==> config.mk <==
export PLATFORM = sky130hd
export DESIGN_NAME = regfile_sb
export DESIGN_NICKNAME = d
export VERILOG_FILES = /design/src/rtl/regfile_pkg.sv /design/src/rtl/regfile_scoreboard.sv /design/src/rtl/regfile_sb.sv
export SDC_FILE = /design/constraint.sdc
export NUM_CORES = 2
export LEC_CHECK = 0
export ABC_AREA = 1
export CAP_MARGIN = 20
export CORE_MARGIN = 2
export CORE_UTILIZATION = 35
export DETAILED_ROUTE_END_ITERATION = 8
export MAX_ROUTING_LAYER = met4
export PLACE_DENSITY_LB_ADDON = 0.12
export SLEW_MARGIN = 20
export SYNTH_ARGS = -nofsm -noshare
export SYNTH_HDL_FRONTEND = slang
export SYNTH_SLANG_ARGS = --single-unit
export TNS_END_PERCENT = 30
==> constraint.sdc <==
create_clock -name clk -period 3.3 [get_ports clk]
set_input_delay 0.66 -clock clk [delete_from_list [all_inputs] [get_ports clk]]
set_output_delay 0.66 -clock clk [all_outputs]
set_load 0.005 [all_outputs]
==> src/rtl/regfile_pkg.sv <==
`default_nettype none
// ---------------------------------------------------------------------
// regfile_pkg : shared register-file sizing constants and helpers
// Revision    : 1.0
// ---------------------------------------------------------------------
package regfile_pkg;

   localparam int DEFAULT_WIDTH  = 32;
   localparam int DEFAULT_DEPTH  = 32;
   localparam int DEFAULT_ADDR_W = 5;

   typedef enum logic [1:0] {
      CNT_HOLD = 2'd0,
      CNT_INC  = 2'd1,
      CNT_DEC  = 2'd2
   } cnt_op_e;

   // One extra bit so a full scoreboard (every register busy) is representable.
   function automatic int busy_cnt_w(input int addr_w);
      return addr_w + 1;
   endfunction

   function automatic cnt_op_e cnt_op(input logic inc, input logic dec);
      cnt_op_e op;
      op = CNT_HOLD;
      if (inc && !dec) begin
         op = CNT_INC;
      end else if (dec && !inc) begin
         op = CNT_DEC;
      end
      return op;
   endfunction

endpackage
`default_nettype wire

==> src/rtl/regfile_scoreboard.sv <==
`default_nettype none
// ---------------------------------------------------------------------
// regfile_scoreboard : per-register busy bits and running busy count
// Revision           : 1.0
// ---------------------------------------------------------------------
module regfile_scoreboard
   import regfile_pkg::*;
#(
   parameter int DEPTH    = DEFAULT_DEPTH,
   parameter int ADDR_W   = DEFAULT_ADDR_W,
   parameter int ZERO_REG = 1,
   localparam int CNT_W   = busy_cnt_w(ADDR_W)
) (
   input  logic              clk,
   input  logic              reset,
   input  logic              set_valid_i,
   input  logic [ADDR_W-1:0] set_addr_i,
   input  logic              clr_valid_i,
   input  logic [ADDR_W-1:0] clr_addr_i,
   input  logic [ADDR_W-1:0] query_a_i,
   input  logic [ADDR_W-1:0] query_b_i,
   output logic              busy_a_o,
   output logic              busy_b_o,
   output logic [CNT_W-1:0]  busy_count_o
);

   logic [DEPTH-1:0] busy_q;
   logic [DEPTH-1:0] busy_d;
   logic [CNT_W-1:0] count_q;
   logic [CNT_W-1:0] count_d;
   logic             w_set_en;
   logic             w_clr_en;
   logic             w_inc;
   logic             w_dec;
   cnt_op_e          w_op;

   always_comb begin
      w_set_en = set_valid_i && !((ZERO_REG != 0) && (set_addr_i == '0));
      w_clr_en = clr_valid_i && !((ZERO_REG != 0) && (clr_addr_i == '0));

      // A clear and a set on the same register leave it busy, so that clear
      // must not be counted as a release.
      w_inc = w_set_en && !busy_q[set_addr_i];
      w_dec = w_clr_en && busy_q[clr_addr_i] &&
              !(w_set_en && (set_addr_i == clr_addr_i));
      w_op  = cnt_op(w_inc, w_dec);

      busy_d = busy_q;
      if (w_clr_en) begin
         busy_d[clr_addr_i] = 1'b0;
      end
      if (w_set_en) begin
         busy_d[set_addr_i] = 1'b1;
      end

      count_d = count_q;
      case (w_op)
         CNT_INC: count_d = count_q + CNT_W'(1);
         CNT_DEC: count_d = count_q - CNT_W'(1);
         default: count_d = count_q;
      endcase
   end

   always_ff @(posedge clk) begin
      if (!reset) begin
         busy_q  <= '0;
         count_q <= '0;
      end else begin
         busy_q  <= busy_d;
         count_q <= count_d;
      end
   end

   assign busy_a_o     = busy_q[query_a_i];
   assign busy_b_o     = busy_q[query_b_i];
   assign busy_count_o = count_q;

endmodule
`default_nettype wire

==> src/rtl/regfile_sb.sv <==
`default_nettype none
// ---------------------------------------------------------------------
// regfile_sb : 2R/1W register file with write bypass and busy scoreboard
// Revision   : 1.0
// ---------------------------------------------------------------------
module regfile_sb
   import regfile_pkg::*;
#(
   parameter int WIDTH    = DEFAULT_WIDTH,
   parameter int DEPTH    = DEFAULT_DEPTH,
   parameter int ADDR_W   = DEFAULT_ADDR_W,
   parameter int ZERO_REG = 1,
   parameter int BYPASS   = 1
) (
   input  logic              clk,
   input  logic              reset,
   input  logic [ADDR_W-1:0] ra,
   input  logic [ADDR_W-1:0] rb,
   input  logic [ADDR_W-1:0] rd,
   input  logic [WIDTH-1:0]  busW,
   input  logic              writeEnable,
   input  logic              issueValid,
   input  logic [ADDR_W-1:0] issueRd,
   output logic [WIDTH-1:0]  busA,
   output logic [WIDTH-1:0]  busB,
   output logic              busyA,
   output logic              busyB,
   output logic [ADDR_W:0]   busyCount
);

   if ((DEPTH != (1 << ADDR_W)) || (DEPTH < 2) || (DEPTH > 64)) begin : g_depth_check
      $error("regfile_sb: DEPTH must be 2**ADDR_W and within 2..64");
   end

   logic [WIDTH-1:0] regs_q [DEPTH];
   logic [WIDTH-1:0] regs_d [DEPTH];
   logic             w_wr_en;
   logic             w_byp_a;
   logic             w_byp_b;
   logic             w_zero_a;
   logic             w_zero_b;

   assign w_wr_en = writeEnable && !((ZERO_REG != 0) && (rd == '0));

   always_comb begin
      regs_d = regs_q;
      if (w_wr_en) begin
         regs_d[rd] = busW;
      end
   end

   always_ff @(posedge clk) begin
      if (!reset) begin
         regs_q <= '{default: '0};
      end else begin
         regs_q <= regs_d;
      end
   end

   // Forwarding is suppressed while reset is asserted since that write is discarded.
   always_comb begin
      w_byp_a  = (BYPASS != 0) && reset && w_wr_en && (ra == rd);
      w_byp_b  = (BYPASS != 0) && reset && w_wr_en && (rb == rd);
      w_zero_a = (ZERO_REG != 0) && (ra == '0);
      w_zero_b = (ZERO_REG != 0) && (rb == '0);

      busA = regs_q[ra];
      if (w_zero_a) begin
         busA = '0;
      end else if (w_byp_a) begin
         busA = busW;
      end

      busB = regs_q[rb];
      if (w_zero_b) begin
         busB = '0;
      end else if (w_byp_b) begin
         busB = busW;
      end
   end

   regfile_scoreboard #(
      .DEPTH    (DEPTH),
      .ADDR_W   (ADDR_W),
      .ZERO_REG (ZERO_REG)
   ) u_scoreboard (
      .clk          (clk),
      .reset        (reset),
      .set_valid_i  (issueValid),
      .set_addr_i   (issueRd),
      .clr_valid_i  (writeEnable),
      .clr_addr_i   (rd),
      .query_a_i    (ra),
      .query_b_i    (rb),
      .busy_a_o     (busyA),
      .busy_b_o     (busyB),
      .busy_count_o (busyCount)
   );

endmodule
`default_nettype wire

==> qor.yml <==
clockBufferDepth: 3
dieWidth_um: 414
drt-pass1-iter-count: 6
core-area_um2: 167000
fmax_ghz: 0.293
drc_errors: 0
htreeDepth: 4
ant_nets: 0
dp.cells: 11545
cp-end-kind: "output pin"
place_congestion: 0.953
mostFrequentLayoutCells: "nand2_1, o21ai_0, nand3_1"
relSlewSlack_pct: 17.5
synth-seq-area-share_pct: 36.1
violations: "setup timing"
grt_pass1_wl_um: 437000
peakVddDrop_v: 0.000561
p_leak_nw: 29.6
min_delay_path_depth: 2
powerDensity_nw_per_um2: 454
worst_slew_pin_slew_ns: 1.24
instances_no_fill: 11844
crit_chain: "buf_16 > buf_12 > buf_16 > buf_4 > nand2_1 > nand3_1 > nand3_1 > nand3_1 > nand3_1 > nand3_1 > nand2_1 > inv_1 > clkdlybuf4s50_1"
crit_arrival_ns: 2.75
grt_overflow_total: 0
period_needed_ns: 3.41
drive_gt1_share_pct: 11.9
hpwlAfterDp_um: 196000
grt_max_degree: 236
status: "finished with violations"
finalNetCount: 9607
clk_pin_slew_worst_paths_ns: 0.06
finalPower_w: 0.0330
ys_ff_latch: 1062
die_area_um2: 172000
numCtsBuffers: 132
clock_latency_ns: 0.79
synthFlopType: "dfxtp_1"
slowest_stage: "clkdlybuf4s50_1"
cp_num_cells: 13
synthDistinctLibCells: 39
wire_per_inst_um: 26.0
portBuffers: 127
finClkSkew_ns: 0.0197
report.final.setup_viol: 31
areaGrowthSynthToFinish_pct: 23.2
path_class: "in2out"
fin_setup_tns_ns: -1.63
wl_um: 308000
first_iter_violations: 8103
synth_edf_count: 0
synth_nets: 9485
startpoint_type: "input pin"
rsz0062_at_grt: "yes"
num_vias: 67194
crit_path_max_fanout: 20
fillers: 17435
timing.critical_path.buf_inv: 6
synth_warnings: 0
cts_tree: "built"
syn_area_um2: 58900
avgSynthCellArea_um2: 6.25
cts-root-buf: "clkbuf_16"
syn_inst: 9423
ff2ff_path_depth: 14
cts_sinks: 1062
hold_viol_final: 0
synthArstFlopShare_pct: 0
start_util_pct: 35.2
final_max_slew_viol_count: 0
final.setup.worst_slack_ns: -0.108
drv_cap: 0
crit_family: "buffers and inverters"
row_count: 150
finalCritPeriodShare_pct: 103
ios: 128
final_common_cell: "nand2_1"
grt_usage_pct: 35.2
grt_pass1_vias: 60930
worstPathRequired_ns: 2.64
hp-class: "reg2reg"
antenna_found_initial: 11
slowest_delay_ns: 0.49
post-place-ws_ns: -0.563
chipHeight_um: 414
via_per_inst: 5.67
cp_common_cell: "nand3_1"
power breakdown:
part	internal, W	total [W]	switching (W)
Clock	0.00846	0.0145	0.00608
Sequential	0.0130	0.0131	0.000101
Combinational	0.00189	0.00533	0.00344
cell usage after synthesis, types with 13 or more instances:
master | count | area, um^2
o21ai_0 | 1499 | 7500
buf_2 | 289 | 1450
inv_2 | 29 | 109
buf_1 | 52 | 195
nand2_1 | 1537 | 5770
a21oi_1 | 1003 | 5020
o21ai_1 | 65 | 325
nand3_1 | 1242 | 6220
dfxtp_1 | 1062 | 21300
inv_1 | 768 | 2880
nor2_1 | 1104 | 4140
buf_4 | 25 | 188
o211ai_1 | 104 | 781
clkbuf_1 | 491 | 1840
or2_2 | 24 | 150
nor2_2 | 13 | 81.3
nand4_1 | 23 | 144
metrics by stage:
step | cell area (um^2) | hold slack [ns] | util [%]
2_1_floorplan | 58900 | 0.407 | -
3_3_place_gp | 66400 | 0.415 | 39.7
3_5_place_dp | 66400 | 0.418 | 39.7
4_1_cts | 71900 | 0.426 | 43.0
5_1_grt | 72600 | 0.450 | 43.4
6_report | 72600 | 0.424 | 43.4
cell type report:
type / instances / area [um^2] / area share, %
multi-input cells: 6682 / 31200 / 43.0
repair inverters: 1 / 8.76 / 0.0121
clock buffers: 198 / 3960 / 5.45
clock inverters: 23 / 218 / 0.300
inverters: 810 / 3150 / 4.34
flip-flops and latches: 1062 / 21300 / 29.3
diodes: 8 / 20.0 / 0.0276
repair buffers: 856 / 9980 / 13.8
well taps: 2204 / 2760 / 3.80
what timing repair did:
action	4_1_cts	5_1_grt
gates resized for setup	216	82
cloned	16	5
setup endpoints to repair	66	57
hold buffers	0	0
pin swaps	15	11
setup buffers	32	19
worst register-to-register path, cell delays in order (launching register included):
cell and delay, ns:
dfxtp_1 0.44, inv_1 0.12, o22ai_1 0.16, o21ai_0 0.10, nand2_1 0.09, nor2_1 0.05
a21oi_1 0.31, ha_1 0.31, inv_1 0.07, fa_1 0.38, o21ai_0 0.18, a21oi_1 0.10
xnor2_1 0.12, o21ai_0 0.13, inv_1 0.05
flip-flops by register name, summed over array words and instances (netlist names):
signal / flops
regs_q: 1024
u_scoreboard.busy_count_o: 6
u_scoreboard.busy_q: 32
worst paths after layout:
path	from	endpoint	slack (ns)
worst min register to register	regs_q[998]	regs_q[998]	0.42
worst min-delay path	regs_q[998]	regs_q[998]	0.42
worst max-delay path	ra[0]	busA[23]	-0.11
worst max register to register	u_scoreboard.busy_q[21]	u_scoreboard.busy_count_o[4]	0.56
per-layer routing:
metal  GRT usage [%]  vias to the layer above  wire [um]  share of wire [%]
li1                -                    31259          -                  -
met1            45.7                    31825     128000                 42
met2            52.7                     3421     135000                 44
met3            6.28                      689      27900                9.1
met4            17.0                        0      16600                5.4
met5               -                        -          0                  0
logic make-up (layout without fill, tap and decap cells):
kind of cell | after synthesis | count (layout) | share of synthesized area (%)
adders and majority gates | 6 | 6 | 0.140
buffers and inverters | 1679 | 1888 | 11.6
xor gates and xnor gates | 16 | 16 | 0.238
other | 0 | 8 | 0
DFF | 1062 | 1062 | 36.1
AOI/OAI and AO/OA | 2683 | 2683 | 23.3
and+or+nand+nor | 3977 | 3977 | 28.6
Power figures use the tool's default switching activity.
